<file path="src/rtl/ttl_serial_pkg.sv">
// Shared types and constants for the TTL-style serial link.
package ttl_serial_pkg;

  typedef enum logic [1:0] {
    IDLE  = 2'd0,
    START = 2'd1,
    DATA  = 2'd2,
    STOP  = 2'd3
  } tx_state_e;

  localparam logic IDLE_LEVEL  = 1'b1;
  localparam logic START_LEVEL = 1'b0;

  // Clk cycles from the accepting edge until the line is free again.
  function automatic int frame_len(input int clks_per_bit, input int data_bits,
                                   input int stop_bits);
    return (1 + data_bits + stop_bits) * clks_per_bit;
  endfunction

endpackage

</file>
<file path="src/rtl/ttl_serial_baud.sv">
// Divide-by-CLKS_PER_BIT bit timer. Counts only while enabled, restarts
// synchronously, and pulses tick on the last cycle of each bit period.
module ttl_serial_baud
  import ttl_serial_pkg::*;
#(
  parameter int CLKS_PER_BIT = 16,
  localparam int W = (CLKS_PER_BIT > 1) ? $clog2(CLKS_PER_BIT) : 1
) (
  input  logic         clk,
  input  logic         rst,
  input  logic         restart,
  input  logic         en,
  output logic         tick,
  output logic [W-1:0] count
);

  localparam logic [W-1:0] LAST = W'(CLKS_PER_BIT - 1);

  assign tick = en && (count == LAST);

  // Bit-period counter; wraps only on tick, idles at zero when disabled.
  always_ff @(posedge clk or posedge rst) begin
    if (rst)          count <= '0;
    else if (restart) count <= '0;
    else if (en)      count <= tick ? '0 : count + 1'b1;
  end

endmodule

</file>
<file path="src/rtl/ttl_serial_tx.sv">
// Parallel-in, serial-out async transmitter (LSB first, start/stop framing)
// with TTL-style rise/fall propagation delays on its outputs.
module ttl_serial_tx
  import ttl_serial_pkg::*;
#(
  parameter int CLKS_PER_BIT = 16,
  parameter int DATA_BITS    = 8,
  parameter int STOP_BITS    = 1,
  parameter int DELAY_RISE   = 0,
  parameter int DELAY_FALL   = 0
) (
  input  logic                 Clk,
  input  logic                 Reset,
  input  logic [DATA_BITS-1:0] D,
  input  logic                 Load,
  output logic                 Ready,
  output logic                 Busy,
  output logic                 Tx
);

  localparam int BW = (CLKS_PER_BIT > 1) ? $clog2(CLKS_PER_BIT) : 1;
  localparam int CW = $clog2(DATA_BITS + 1);
  localparam logic [BW-1:0] PRE_LAST  = BW'(CLKS_PER_BIT - 2);
  localparam logic [CW-1:0] LAST_DATA = CW'(DATA_BITS - 1);
  localparam logic [CW-1:0] LAST_STOP = CW'(STOP_BITS - 1);

  if (CLKS_PER_BIT < 2) begin : g_bad_cpb
    $error("ttl_serial_tx: CLKS_PER_BIT must be >= 2");
  end
  if (DATA_BITS < 5 || DATA_BITS > 8) begin : g_bad_dbits
    $error("ttl_serial_tx: DATA_BITS must be 5..8");
  end
  if (STOP_BITS < 1 || STOP_BITS > 2) begin : g_bad_sbits
    $error("ttl_serial_tx: STOP_BITS must be 1 or 2");
  end

  tx_state_e            state;
  logic [DATA_BITS-1:0] sh;
  logic [CW-1:0]        bit_cnt;
  logic                 tx_q, ready_q, busy_q;
  logic                 tick, accept;
  logic [BW-1:0]        baud_cnt;

  // Ready is only high in IDLE or the final stop cycle, so this is the
  // single place a frame can begin.
  assign accept = ready_q & Load;

  ttl_serial_baud #(.CLKS_PER_BIT(CLKS_PER_BIT)) u_baud (
    .clk     (Clk),
    .rst     (Reset),
    .restart (accept),
    .en      (busy_q),
    .tick    (tick),
    .count   (baud_cnt)
  );

  // Framing FSM; all outputs registered here.
  always_ff @(posedge Clk or posedge Reset) begin
    if (Reset) begin
      state   <= IDLE;
      sh      <= '0;
      bit_cnt <= '0;
      tx_q    <= IDLE_LEVEL;
      ready_q <= 1'b1;
      busy_q  <= 1'b0;
    end else begin
      case (state)
        IDLE: begin
          // Ternary keeps an unknown Load visible on the line.
          tx_q <= accept ? START_LEVEL : IDLE_LEVEL;
          if (accept) begin
            state   <= START;
            sh      <= D;
            bit_cnt <= '0;
            ready_q <= 1'b0;
            busy_q  <= 1'b1;
          end
        end
        START: begin
          if (tick) begin
            state   <= DATA;
            tx_q    <= sh[0];
            sh      <= sh >> 1;
            bit_cnt <= '0;
          end
        end
        DATA: begin
          if (tick) begin
            if (bit_cnt == LAST_DATA) begin
              state   <= STOP;
              tx_q    <= IDLE_LEVEL;
              bit_cnt <= '0;
            end else begin
              tx_q    <= sh[0];
              sh      <= sh >> 1;
              bit_cnt <= bit_cnt + 1'b1;
            end
          end
        end
        STOP: begin
          // Open the handshake one cycle early so a waiting Load lands
          // exactly on the stop/start boundary.
          if (bit_cnt == LAST_STOP && baud_cnt == PRE_LAST) ready_q <= 1'b1;
          if (tick) begin
            if (bit_cnt == LAST_STOP) begin
              bit_cnt <= '0;
              if (accept) begin
                state   <= START;
                sh      <= D;
                tx_q    <= START_LEVEL;
                ready_q <= 1'b0;
              end else begin
                state  <= IDLE;
                busy_q <= 1'b0;
              end
            end else begin
              bit_cnt <= bit_cnt + 1'b1;
            end
          end
        end
        default: state <= IDLE;
      endcase
    end
  end

  logic [2:0] out_q, out_d;
  assign out_q = {tx_q, ready_q, busy_q};

  // Port delays: rising edges follow the DELAY_RISE copy, falling edges the
  // DELAY_FALL copy. Zero delays collapse to plain wires.
  if (DELAY_RISE == 0 && DELAY_FALL == 0) begin : g_nodly
    assign out_d = out_q;
  end else begin : g_dly
    for (genvar i = 0; i < 3; i++) begin : g_bit
      logic q_r, q_f;
      assign #(DELAY_RISE) q_r = out_q[i];
      assign #(DELAY_FALL) q_f = out_q[i];
      assign out_d[i] = out_q[i] ? q_r : q_f;
    end
  end

  assign {Tx, Ready, Busy} = out_d;

endmodule

</file>
<file path="config.mk">
export PLATFORM = sky130hd
export DESIGN_NAME = ttl_serial_tx
export DESIGN_NICKNAME = d
export VERILOG_FILES = /design/src/rtl/ttl_serial_pkg.sv /design/src/rtl/ttl_serial_baud.sv /design/src/rtl/ttl_serial_tx.sv
export SDC_FILE = /design/constraint.sdc
export NUM_CORES = 1
export LEC_CHECK = 0
export ABC_CLOCK_PERIOD_IN_PS = 2900
export BUFFER_PORTS_ARGS = -buffer_cell sky130_fd_sc_hd__buf_2
export CORE_UTILIZATION = 45
export DETAILED_ROUTE_END_ITERATION = 7
export GPL_ROUTABILITY_DRIVEN = 0
export SLEW_MARGIN = 20
export SYNTH_ARGS = -nofsm -noshare
export SYNTH_HDL_FRONTEND = slang
export SYNTH_SLANG_ARGS = --single-unit
</file>
<file path="constraint.sdc">
create_clock -name Clk -period 2.9 [get_ports Clk]
set_input_delay 0.58 -clock Clk [delete_from_list [all_inputs] [get_ports Clk]]
set_output_delay 0.58 -clock Clk [all_outputs]
set_load 0.005 [all_outputs]
</file>
==> results by group <==
Finish
  • # diodes: 0
  • P&R area growth vs syn: 6.77%
  • Layout Nets: 162
  • Ratio of cells with drive above 1 in the final layout: between 30% and 40%

STA
  • Max frequency: 462 MHz
  • Worst slew pin tran: 0.784 ns
  • Hold Fails Final Rpt: 0
  • Final setup viols: 0
  • Setup Total Neg Slack: 0 ns
  • Period utilization: between 70% and 80%
  • Slew HR: 47.7%
  • Tmin final: ~2.2 ns
  • RSZ-0062 raised after global routing: false
  • Slew Viols, Final: 0
  • Setup Skew: 0.00952 ns

Power
  • PwrDens: around 1100 mW/mm²
  • Int Power: 0.000960 W
  • Max VDD drop: 0.000556 V
  • Sw frac: 39.8%
  • LEAKAGE: 0.663 nW
  • Psw: 0.000634 W
  • Total power: 0.00159 W
  • Part of the power in registers: 31.5%
  • Clock power share: 9.4%
  • Comb power frac: 59.1%

Synth
  • Synth Cell Area: ~0.0014 mm²
  • Register area share after synthesis: between 30% and 40%
  • Synth Instances: 129
  • Asr flop ratio synth: 100%
  • Synth cell types: 44
  • Synthesized area per cell: between 10 and 15 µm²
  • Synth area leaders: dfrtp_1 35%, mux2_2 14%, ha_1 8.2%
  • EDFF count, synth: 0
  • Top-count cell post-synth: dfrtp_1
  • Top FF cell, synth: dfrtp_1
  • Mapped Nets: about 150
  • Flops & latches, synth: 21
  • Ys Warns: 0
  • Top cell type's share of synthesized area: 34.8%
  • Synth top cells by count: 19 x dfrtp_1, 17 x mux2_2, 13 x nand2_1
  • Area leader, netlist: dfrtp_1

Floorplan
  • Starting Density: 48.3%
  • Die Y: 57.1 µm
  • Rows: 19
  • Core area: 0.00283 mm²
  • DIE WIDTH: 57.1 µm
  • Die area: 0.00326 mm²
  • I/O Pins: 14

GRT
  • Gr ovfl total: 0
  • Pin count of the biggest net entering global routing: 22
  • Vias in the first global route: 1000
  • Global-route wire length before repair: 4.46 mm
  • Initial antenna violation count: 0
  • GRT Util Overall: between 10% and 20%

Clocking
  • CTS tree: done
  • H-tree depth: 1
  • # hold bufs at CTS: 0
  • Bufs on Longest Clock Path: 2
  • # clock sinks: 21
  • Post-cts resize count: 0
  • Setup Buffers After CTS: 0
  • Worst skew pair latency: 0.31 ns
  • Worst-path clk slew: 0.13 ns
  • Clk root buf: clkbuf_4
  • Num CTS Buffers: 3

Outcome
  • Failing checks: design-rule violations
  • Run status: complete, but fails checks

Route
  • Detailed Route WL: roughly 2.4 mm
  • Routed WL per cell: 13.9 µm
  • Vias/cell: 5.68
  • DR DRC count: 3
  • Vias post-DR: 977
  • Routed Antenna Nets: 0
  • Initial DRC Count: 41
  • First-pass DRT Iterations: 6

Worst setup path
  • Worst Path Max Fanout: 11
  • Worst R2R End: state[1]
  • Reg2reg setup slack: 0.74 ns
  • CP bufs+invs: 0
  • Crit. End Element: register
  • Critical Path AT: 2.36 ns
  • CP Cell Sequence: ha_1 > or3_1 > a22o_2 > nor2_4 > mux2_1
  • WP data required: 3.10 ns
  • Max incr delay on CP: 0.46 ns
  • CP Launch Type: register
  • Worst path slowest cell: or3_1
  • CP Class: register to register
  • FF-to-FF path depth: 5
  • Reg2Reg Launch Point: state[0]
  • CP top delay family: simple AND/OR/NAND/NOR gates

Placed design
  • HPWL Detailed: 1.79 mm
  • # port buffers: 13

Flow run
  • Max-cap violation count: 0

Worst hold path
  • Worst hold path class: input port to async pin
-- power by group through the flow --
stage | sequential [W] | clock, W | combinational (W)
global placement | 0.000503 | 0 | 0.000924
floorplan | 0.000473 | 0 | 0.000834
global route | 0.000522 | 0.000163 | 0.00106
CTS | 0.000504 | 0.000159 | 0.000955
detailed placement | 0.000511 | 0 | 0.000954
finish | 0.000502 | 0.000150 | 0.000942
-- per-stage QoR --
stage | hold slack [ns] | util (%) | cells | instance area [µm²] | setup slack [ns]
detailed placement | 0.492 | 50.6 | 168 | 1430 | 0.757
global route | 0.485 | 51.6 | 172 | 1460 | 0.651
finish | 0.385 | 51.6 | 172 | 1460 | 0.736
global placement | 0.480 | 50.6 | 168 | 1430 | 0.802
CTS | 0.411 | 51.6 | 172 | 1460 | 0.736
floorplan | 0.474 | - | 129 | 1370 | 0.913
-- flip-flops by register name (all words and copies together) (netlist names) --
name	count
state	2
Tx	1
sh	8
Ready	1
Busy	1
u_baud.count	4
bit_cnt	4
-- cells by family after synthesis --
| kind of cell | after synthesis | share of synthesized area, % |
|---|---|---|
| AND/OR/NAND/NOR | 39 | 16.7 |
| AO/OA/AOI/OAI | 25 | 14.5 |
| flip-flops | 21 | 38.6 |
| multiplexers | 19 | 15.6 |
| buffers and inverters | 15 | 5.76 |
| adder cells (fa/ha/maj) | 9 | 8.23 |
| XOR/XNOR | 1 | 0.641 |
-- area by class of cell --
cell class	instances	area, µm²
fillers	268	1370
multi-input cells	93	761
flip-flops and latches	21	528
repair buffers	13	65.1
well taps	31	38.8
inverters	10	37.5
clock buffers	3	22.5
clock inverters	1	7.51
-- worst reg2reg max path: cells and delay by family (launching register included) --
family | cells | cell delay (ns)
multiplexers | 1 | 0.33
AO/OA/AOI/OAI | 1 | 0.35
AND/OR/NAND/NOR | 2 | 0.60
adder cells (fa/ha/maj) | 1 | 0.34
flip-flops | 1 | 0.44
-- how the worst max path moves through the flow --
stage	from	endpoint	slack, ns	cells after the start
2_1_floorplan	state[0]	state[1]	0.91	6
3_3_place_gp	state[0]	state[1]	0.80	5
3_5_place_dp	state[0]	state[1]	0.76	5
4_1_cts	state[0]	state[1]	0.74	5
5_1_grt	state[1]	state[1]	0.65	5
6_report	state[0]	state[1]	0.74	5
-- layout by cell type (no fill, tap or decap), types with 2 or more instances in the layout --
cell,count
o21ai_0,5
dfrtp_1,19
nand3_1,2
buf_2,13
ha_1,9
dfstp_2,2
mux2_2,17
nor2_1,7
inv_1,10
clkbuf_4,3
or2_2,2
a21oi_1,5
a211oi_1,3
or3_1,2
nand2_1,13
-- per-layer routing --
metal / part of all wire [%] / track usage, % / vias to the layer above
met5: 0 / 0 / -
met4: 1.3 / 5.92 / 0
met3: 2.7 / 2.04 / 5
met2: 50 / 29.6 / 17
met1: 46 / 23.0 / 473
li1: - / - / 482
(Power assumes the default switching activity.)
